$ cat src/rtl/if_id_buf_pkg.sv
// Shared fetch/decode constants for the instruction buffer between IF and ID.
package if_id_buf_pkg;

    localparam int unsigned INST_ADDR_BUS = 32;
    localparam int unsigned INST_DATA_BUS = 32;

    // addi x0, x0, 0 -- presented to decode whenever the buffer is empty
    localparam logic [31:0] NOP_INST = 32'h0000_0013;

endpackage

$ cat src/rtl/fifo_ptr.sv
// Wrap-bit pointer counter: the MSB toggles each pass so equal indices can be
// told apart as full or empty.
module fifo_ptr #(
    parameter int unsigned PTR_W = 2
) (
    input  logic             clk,
    input  logic             rst,
    input  logic             inc_i,
    input  logic             clr_i,
    output logic [PTR_W-1:0] ptr_o
);

    logic [PTR_W-1:0] ptr_q, ptr_d;

    always_comb begin
        ptr_d = ptr_q;
        if (clr_i) begin
            ptr_d = '0;
        end else if (inc_i) begin
            ptr_d = ptr_q + PTR_W'(1);
        end
    end

    always_ff @(posedge clk) begin
        if (rst) begin
            ptr_q <= '0;
        end else begin
            ptr_q <= ptr_d;
        end
    end

    assign ptr_o = ptr_q;

endmodule

$ cat src/rtl/if_id_buf.sv
// Fetch-to-decode instruction FIFO with valid/ready on both sides and a
// single-cycle flush for branch redirects.
module if_id_buf
    import if_id_buf_pkg::*;
#(
    parameter int unsigned DEPTH  = 2,
    parameter int unsigned ADDR_W = INST_ADDR_BUS,
    parameter int unsigned DATA_W = INST_DATA_BUS
) (
    input  logic                     clk,
    input  logic                     rst,
    input  logic                     valid_pre_i,
    output logic                     ready_pre_o,
    input  logic [ADDR_W-1:0]        pc_i,
    input  logic [DATA_W-1:0]        inst_i,
    output logic                     valid_post_o,
    input  logic                     ready_post_i,
    output logic [ADDR_W-1:0]        pc_o,
    output logic [DATA_W-1:0]        inst_o,
    input  logic                     flush_i,
    output logic [$clog2(DEPTH):0]   count_o
);

    localparam int unsigned IDX_W = $clog2(DEPTH);
    localparam int unsigned PTR_W = IDX_W + 1;

    logic [ADDR_W-1:0] pc_mem   [DEPTH];
    logic [DATA_W-1:0] inst_mem [DEPTH];

    logic [PTR_W-1:0] rptr, wptr;
    logic [IDX_W-1:0] ridx, widx;
    logic             empty, full;
    logic             push, pop;

    assign ridx = rptr[IDX_W-1:0];
    assign widx = wptr[IDX_W-1:0];

    assign empty = (rptr == wptr);
    assign full  = (ridx == widx) && (rptr[IDX_W] != wptr[IDX_W]);

    // ready depends only on stored state, so a same-cycle pop never frees a slot
    assign ready_pre_o  = !full;
    assign valid_post_o = !empty;

    assign push = valid_pre_i && ready_pre_o && !flush_i;
    assign pop  = valid_post_o && ready_post_i && !flush_i;

    fifo_ptr #(
        .PTR_W (PTR_W)
    ) u_rptr (
        .clk   (clk),
        .rst   (rst),
        .inc_i (pop),
        .clr_i (flush_i),
        .ptr_o (rptr)
    );

    fifo_ptr #(
        .PTR_W (PTR_W)
    ) u_wptr (
        .clk   (clk),
        .rst   (rst),
        .inc_i (push),
        .clr_i (flush_i),
        .ptr_o (wptr)
    );

    // Storage is never cleared; the pointers alone decide what is live.
    always_ff @(posedge clk) begin
        if (push) begin
            pc_mem[widx]   <= pc_i;
            inst_mem[widx] <= inst_i;
        end
    end

    always_comb begin
        pc_o   = '0;
        inst_o = DATA_W'(NOP_INST);
        if (!empty) begin
            pc_o   = pc_mem[ridx];
            inst_o = inst_mem[ridx];
        end
    end

    assign count_o = wptr - rptr;

endmodule

$ cat config.mk
export PLATFORM = sky130hd
export DESIGN_NAME = if_id_buf
export DESIGN_NICKNAME = d
export VERILOG_FILES = /design/src/rtl/if_id_buf_pkg.sv /design/src/rtl/fifo_ptr.sv /design/src/rtl/if_id_buf.sv
export SDC_FILE = /design/constraint.sdc
export NUM_CORES = 1
export LEC_CHECK = 0
export CORE_MARGIN = 3
export CORE_UTILIZATION = 49
export DETAILED_ROUTE_END_ITERATION = 16
export DONT_BUFFER_PORTS = 1
export GPL_ROUTABILITY_DRIVEN = 0
export PLACE_DENSITY = 0.62
export SLEW_MARGIN = 20
export SYNTH_ARGS = -nofsm -noshare
export SYNTH_HDL_FRONTEND = slang
export SYNTH_SLANG_ARGS = --single-unit
$ cat constraint.sdc
create_clock -name clk -period 13.8 [get_ports clk]
set_input_delay 0 -clock clk [delete_from_list [all_inputs] [get_ports clk]]
set_output_delay 0 -clock clk [all_outputs]
set_load 0.02 [all_outputs]
==> impl.org, run 1 <==
** Status
- The run finished with clean final reports.

** Clock tree
- Worst-skew pair later-pin latency :: approximately 0.52 ns
- CTS tree :: yes
- Maximum clock path buffer count :: 2
- Buffers inserted during clock tree synthesis total 17.
- The H-tree was split into 4 levels.
- Clock transition at the register clock pins on the worst setup and hold paths after CTS :: ~0.06 ns
- Clock tree synthesis found a total of approximately 130 sinks.
- CTS root buffer :: clkbuf_8

** Routing
- Number of nets still failing antenna checks after routing :: 0
- Average wire length per cell after detail routing :: around 17 um
- DRT iter0 DRCs :: between 100 and 150
- Using the TritonRoute via totals, the vias-per-cell ratio works out to 5.14.
- Across all layers, the routed design uses between 2000 and 3000 vias.
- For this run, the detailed router's first-pass iteration total came to 4.
- Final WL :: a little over 9000 um
- DRC Markers :: 0

** Die
- Area of the core region :: between 0.009 and 0.01 mm2
- The die is approximately 110 um tall.
- The die covers around 0.012 mm2.
- For this configuration, the core starts out at a cell density of 51.1%.
- Chip Width :: roughly 110 um
- Number of top-level design ports :: around 140
- In this run the core area contains 36 standard-cell rows.

** Power
- IR analysis of the VDD net gives a maximum drop of between 0.08 and 0.09 mV.
- The analysis attributes to cell leakage a power of 2.12 nW.
- Power density over the cells :: ~140 mW/mm2

** Worst setup path
- Number of gates on the worst path with buffers counted :: 7
- For this run, the slowest stage of the critical path takes between 0.5 and 0.6 ns.
- Among the stages of the critical path, the cell type that occurs most often is inv_1.
- Worst Setup End Kind :: output pin
- Kind of critical path :: reg2out
- Chain of cells forming the critical path :: inv_1, ha_1, inv_1, nor2_4, buf_4, inv_1, nand2_1
- Counting cells, the worst reg-to-reg path comes to 5.
- Across all register-to-register paths, the minimum setup slack is 11.21 ns.
- Worst path bufs/invs :: 4
- CP max-delay cell :: buf_4
- The worst register-to-register path ends at pc_mem[0][27].
- Critical Path Source Type :: register
- Data on the critical path is required at its endpoint by ~14 ns.
- STA puts the critical path data arrival time at 3.14 ns.
- Cell family with most CP delay :: buffers and inverters
- Source of the worst register-to-register timing path :: u_wptr.ptr_o[0]
- Maximum net fanout on the critical path :: 42

** STA
- Final Hold Violating Endpoints :: 0
- Dividing the final minimum period by the clock period gives around 23%.
- Final Setup Violations :: 0
- Post-route minimum period :: ~3.1 ns
- The count of final max-slew check failures is 0.
- Transition at the pin with the smallest max-transition slack :: about 0.64 ns
- Sum of negative setup slack :: 0 ns
- Setup repair after global routing missed its margin :: false
- Clock skew on the completed layout was measured at 0.00976 ns.
- Static timing analysis puts the maximum clock frequency at 318 MHz.
- The worst pin sits at a relative slew slack of a little under three fifths.

** Synthesis
- Yosys attributes the largest share of cell area to edfxtp_1 (76%), mux2i_1 (13%), nor2_1 (4.6%).
- Sequential cells were found to cover 77.5% of the synthesized design area.
- Area share of the largest cell type after synthesis :: between 70% and 80%
- Syn Std Cell Area :: 0.00509 mm2
- A synthesized cell averages approximately 17 um2.
- Warning count from the yosys run :: 0
- Cell type with the largest total area after synthesis :: edfxtp_1
- Count of cell types in the netlist :: 19
- Post-synthesis register bit count :: about 130
- Counting every instance in the synthesized netlist gives ~300.
- Synthesis produced a netlist with a net count of 374.

** Cells and area
- The filler cells instantiated in the layout total approximately 700.
- Flip-flop and latch area :: 0.00395 mm2
- Summing all multi-input logic gate instances after layout gives about 0.0011 mm2.
- Once layout is complete, the cells apart from fillers number 530.
- Synthesis-to-layout area growth :: 28.4%
- The net count of the finished layout is about 450.
- Antenna fix cells :: 0
- Cells with a size suffix above 1 make up 9.57% of the layout.

** Global route
- Global-route wire length before repair :: roughly 14000 um
- Number of global-route vias before repair :: approximately 2900
- The total overflow left after global routing is 0.
- Entering global routing, the biggest net connects 65 pins.
- Overall routing resource usage :: 16.6%
- The initial antenna violation count is 0.

** Hold path
- Tightest Hold Check Type :: in2reg
- Hold path startpoint :: inst_i[9]
- Cell count of the worst hold path :: 1
- The path with the worst hold slack has its endpoint at inst_mem[1][9].

** Place
- Half-perimeter wire length after detailed placement :: around 5500 um
- Input/output buffers :: 0
- Once placement completed, the tool counted placed cells totaling roughly 430.

** Job
- Max-cap violations in this run came to 0.
==> registers in the layout, summed over array words and instances (netlist names), named ones only <==
register	cells
inst_mem	64
pc_mem	64
u_rptr.ptr_o	2
u_wptr.ptr_o	2
==> cell families after synthesis <==
kind of cell	synth area share [%]
flops	77.5
simple gates	5.97
compound gates	0.738
mux	13.4
buf+inv	1.50
xor+xnor	0.664
fa+ha+maj	0.246
==> timing repair <==
item                      CTS  global route
gates resized for setup     0             0
hold buffers               69             0
buffers inserted            0             0
hold endpoints to repair  133             0
==> cells in the mapped netlist, drive strengths merged <==
library cell,instances
ha,1
a21oi,2
and2,1
nand2b,2
nand2,9
inv,3
or3,2
dfxtp,5
edfxtp,128
o21ai,1
buf,13
xor2,1
mux2i,68
a211oi,1
a31oi,1
xnor2,2
a2111oi,1
nor2,63
==> how the worst max path moves through the flow <==
stage                                from              end  slack (ns)
final                     u_wptr.ptr_o[0]        inst_o[1]       10.66
after global placement    u_wptr.ptr_o[0]   inst_mem[0][0]       11.23
after floorplan           u_rptr.ptr_o[1]  u_wptr.ptr_o[1]        7.74
after CTS                 u_wptr.ptr_o[0]        inst_o[1]       10.60
after global routing      u_wptr.ptr_o[0]        inst_o[1]       10.40
after detailed placement  u_wptr.ptr_o[0]        inst_o[1]       11.16
==> layout make-up <==
cell class | instances | share of cell area (%)
Sequential cell | 133 | 60.4
Multi-Input combinational cell | 155 | 16.6
Timing Repair Buffer | 74 | 11.3
Clock buffer | 20 | 6.51
Tap cell | 133 | 2.55
Clock inverter | 12 | 2.39
Inverter | 3 | 0.172
==> routing by layer <==
| metal | part of all wire (%) | track usage (%) | up-vias |
|---|---|---|---|
| met1 | 42 | 19.8 | 1327 |
| met2 | 50 | 27.0 | 97 |
| li1 | - | - | 1292 |
| met3 | 7.4 | 6.54 | 10 |
| met4 | 1.1 | 6.85 | 0 |
| met5 | 0 | 0 | - |
==> layout by cell type, fill, tap and decap left out, drive strengths merged, types with 2 or more instances in the layout <==
cell type,instances
edfxtp,128
dlygate4sd3,69
mux2i,68
nor2,63
clkbuf,20
nand2,9
clkinv,6
buf,5
dfxtp,5
inv,3
clkinvlp,3
bufinv,3
xnor2,2
nand2b,2
a21oi,2
or3,2
==> where the power goes <==
part / internal, mW / switching (mW) / total, mW / leakage, nW
logic: 0.0203 / 0.0297 / 0.0500 / 0.629
clock network: 0.275 / 0.158 / 0.433 / 0.273
registers: 0.455 / 0.00317 / 0.458 / 1.22
total: 0.750 / 0.191 / 0.941 / 2.12
==> stage by stage <==
stage                     util, %  setup WS [ns]  hold WS (ns)  total power, mW  cell area, um2
after global routing         65.6          10.40         0.116            0.978            6540
after floorplan                 -           7.74        0.0831            0.493            5090
final                        65.6          10.66         0.131            0.941            6540
after global placement       52.7          11.23        0.0914            0.498            5240
after detailed placement     52.7          11.16        0.0951            0.499            5240
after CTS                    65.4          10.60        0.0996            0.949            6520
Power figures use the tool's default switching activity.
==> run 2: changes to the inputs <==
- ABC_AREA: not set -> 1
- PLACE_DENSITY: 0.62 -> 0.64
- clock period: 13.8 -> 2.8 ns (I/O delays scaled with it)
==> run 2 against run 1 <==
Against the previous run:
- worst hold slack improved by 0.013 ns
- core utilization fell by 1.9 points
- synthesized cell count rose by 24%
- design area rose by 6.3%
==> impl.org, run 2 <==
** Worst setup path
- Chain of cells forming the critical path :: inv_1, ha_1, nand3_2, buf_4, nand3_1, dlygate4sd3_1, a21oi_1
- Worst Setup End Kind :: register
- Setup slack of the most critical reg-to-reg path :: ~0.25 ns
- Cell family with most CP delay :: buffers and inverters
- Together, buffers and inverters on the worst path number 3.
- Signal arrival time at the worst endpoint :: 2.95 ns
- On the worst path, the slowest cell contributes a delay of ~0.57 ns.
- The setup path with the least slack is of type reg2reg.
- Critical Path Source Type :: register
- Number of cells on the worst reg-to-reg path :: 7
- Maximum net fanout on the critical path :: 25
- The critical path crosses 7 cells after its start point.
- At the worst endpoint, the required time is 3.20 ns.
- CP max-delay cell :: dlygate4sd3_1

** Routing
- Average wire length per cell after detail routing :: ~16 um
- Number of optimization iterations in the first detailed-route pass :: 4
- In the routed design, unresolved DRC markers number 0.
- Summed over all layers, the routed wires come to between 9000 and 10000 um.
- Number of nets still failing antenna checks after routing :: 0
- Using the TritonRoute via totals, the vias-per-cell ratio works out to just under 5.
- Via total after detailed routing :: around 3000
- DRT iter0 DRCs :: 88

** Status
- Run status :: finished, final reports clean

** Die
- Area of the core region :: around 0.011 mm2
- In this run the core area contains 38 standard-cell rows.
- Area of the die :: around 0.013 mm2
- The die is about 110 um wide.
- The initial utilization of the core area, before any placement, comes to between 50% and 60%.
- The die is around 110 um tall.
- Pin placement for this block handled 137 I/O pins.

** Power
- Portion of total power attributed to the clock network :: a little under half
- VDD sags by at most 0.384 mV.
- Switching power of the nets :: 904 uW
- Relative contribution of sequential cells to total power :: 48.4%
- Leak pwr :: 2.79 nW
- Combinational logic burns about 5.7% of the power.
- Of the total power, the share spent switching nets is between 10% and 20%.
- The internal portion of the total power is 3.76 mW.
- Power density over the cells :: 671 mW/mm2

** Clock tree
- TritonCTS built the clock tree.
- Number of cells upsized or downsized after cts :: 0
- Maximum clock path buffer count :: 2
- CTS root buffer :: clkbuf_8
- H-tree depth :: 4
- The clock net in this run drives a total of about 130 sinks.
- Clock transition at the register clock pins on the worst setup and hold paths after CTS :: approximately 0.060 ns
- Worst-skew pair later-pin latency :: a little over 0.5 ns
- CTS Buf Count :: 17

** STA
- At the pin with the least slew margin, the transition time is around 0.60 ns.
- Pins over their slew limit :: 0
- Final Hold Violating Endpoints :: 0
- Setup repair after global routing missed its margin :: false
- Max Clock Freq :: approximately 390 MHz
- In the finished design, the share of the clock period the worst path needs comes to between 90% and 100%.
- Setup violations remaining at the end of the flow were counted as 0.
- Final worst clock skew :: 0.0100 ns
- The routed design could run at a clock period as short as 2.55 ns.
- Headroom to the max-slew limit came out at 60.3%.
- After routing, the total negative slack on setup checks comes to 0 ns.

** Synthesis
- Post-synthesis average cell area :: 14.6 um2
- By count the netlist is led by edfxtp_1 (128), nand2_1 (79), inv_2 (47).
- Syn Std Cell Area :: between 0.005 and 0.006 mm2
- Number of enable-type register cells in the synthesized netlist :: between 100 and 150
- Share of synthesized area occupied by flip-flops and latches :: a little under three quarters
- Syn_nets :: approximately 450
- Predominant post-synthesis flop cell :: edfxtp_1
- The biggest area contributor in the post-synthesis netlist is edfxtp_1.
- For this run, the number of Yosys warnings is 0.
- Top cells by area, synth :: edfxtp_1 (70%), mux2_4 (5.5%), nand2_1 (5.4%)
- In this run the biggest area consumer among cell types represents a little over two thirds of the synthesized area.
- Post-synthesis register bit count :: 133
- Gate count after technology mapping :: between 300 and 400
- The number of different library cells used by synthesis comes to 18.
- Counting flops with an async set or reset pin after synthesis yields a share of 0%.
- Cell with the most instances after synthesis :: edfxtp_1

** Cells and area
- For this run, the post-layout net count is 530.
- Summing all multi-input logic gate instances after layout gives roughly 0.0012 mm2.
- Post-route non-filler standard cell count :: between 600 and 700
- Flip-flop and latch area :: 0.00395 mm2
- Antenna fix cells :: 0
- Most used cells in the layout excluding fill and tap cells :: edfxtp_1 (128), nand2_1 (79), dlygate4sd3_1 (71)
- The post-route netlist has a little over a quarter of its cells at a drive strength greater than 1.
- The library cell used most frequently in the layout, excluding fill and tap cells, is edfxtp_1.
- From synthesis to final layout, the design area changed by 26.2%.
- Counting the fill cells in the layout gives roughly 810.
- The largest registers in the layout are inst_mem (64), pc_mem (64).

** Place
- Number of cells after detailed placement :: a little over 500
- After legalization and detailed placement, the total HPWL measured roughly 6100 um.
- Input/output buffers :: 0

** Global route
- Pin count of the biggest net entering global routing :: 55
- Number of global-route vias before repair :: approximately 3200
- The first global-routing pass estimated 16000 um of wire.
- The total overflow left after global routing is 0.
- In the global route stage, overall resource usage came out at around 16%.
- The initial antenna violation count came to 0.

** Hold path
- Tightest Hold Check Type :: in2reg
- Cell count of the worst hold path :: 1

** Job
- Max-capacitance violation count :: 0
-- run 2: cell types whose count changed after synthesis, moves of 8 or more --
cell	previous run	this run
nand2_1	9	79
mux2i_1	68	0
inv_1	3	24
mux2_4	0	20
buf_6	0	8
mux2_2	0	22
inv_2	0	47
nor2_1	62	8
mux2_1	0	19
buf_2	13	5
-- run 2: path summary, 6_finish.rpt --
kind	startpoint	to
setup / recovery	u_wptr.ptr_o[0]	register
hold / removal	inst_i[17]	inst_mem[1][17]
setup reg to reg	u_wptr.ptr_o[0]	register
hold reg to reg	u_rptr.ptr_o[0]	register
-- run 2: final cells by class --
type,count,area share (%)
Sequential cell,133,56.8
Multi-Input combinational cell,160,17.0
Timing Repair Buffer,77,11.4
Clock buffer,22,6.52
Inverter,71,3.84
Tap cell,140,2.52
Clock inverter,10,1.87
-- run 2: power by group through the flow --
stage	Sequential [mW]	Combinational (mW)	Clock, mW
final	2.25	0.265	2.14
after global routing	2.26	0.288	2.29
after CTS	2.25	0.269	2.19
after detailed placement	2.30	0.174	0
after global placement	2.29	0.173	0
after floorplan	2.29	0.148	0
-- run 2: cells by family (layout without fill, tap and decap cells) --
logic type / Yosys count / after routing / share of synthesized area, %
flops: 133 / 133 / 71.6
simple gates: 91 / 91 / 6.39
buf+inv: 85 / 180 / 7.07
mux: 61 / 61 / 13.8
compound gates: 6 / 6 / 0.682
fa+ha+maj: 1 / 1 / 0.227
xor+xnor: 1 / 1 / 0.159
-- run 2: per-layer routing --
layer,up-vias,part of all wire [%],GRT usage (%)
met2,115,50,26.9
met4,0,2.0,6.97
met3,19,7.3,6.47
met1,1441,41,19.4
met5,-,0,0
li1,1439,-,-
-- run 2: through the flow --
step	utilization [%]	hold WS, ns	total power [mW]	cell area, um2	setup WS [ns]
global placement	51.9	0.0990	2.47	5650	0.654
global route	63.8	0.121	4.83	6950	0.100
CTS	63.8	0.108	4.72	6950	0.272
floorplan	-	0.0989	2.44	5510	-0.0184
detailed placement	51.9	0.0989	2.47	5650	0.618
finish	63.8	0.144	4.66	6950	0.251
-- run 2: timing repair --
| action | in CTS | in global routing |
|---|---|---|
| endpoints found under the hold margin | 133 | 0 |
| setup endpoints to repair | 0 | 0 |
| hold buffers | 71 | 0 |
| buffers inserted | 0 | 0 |
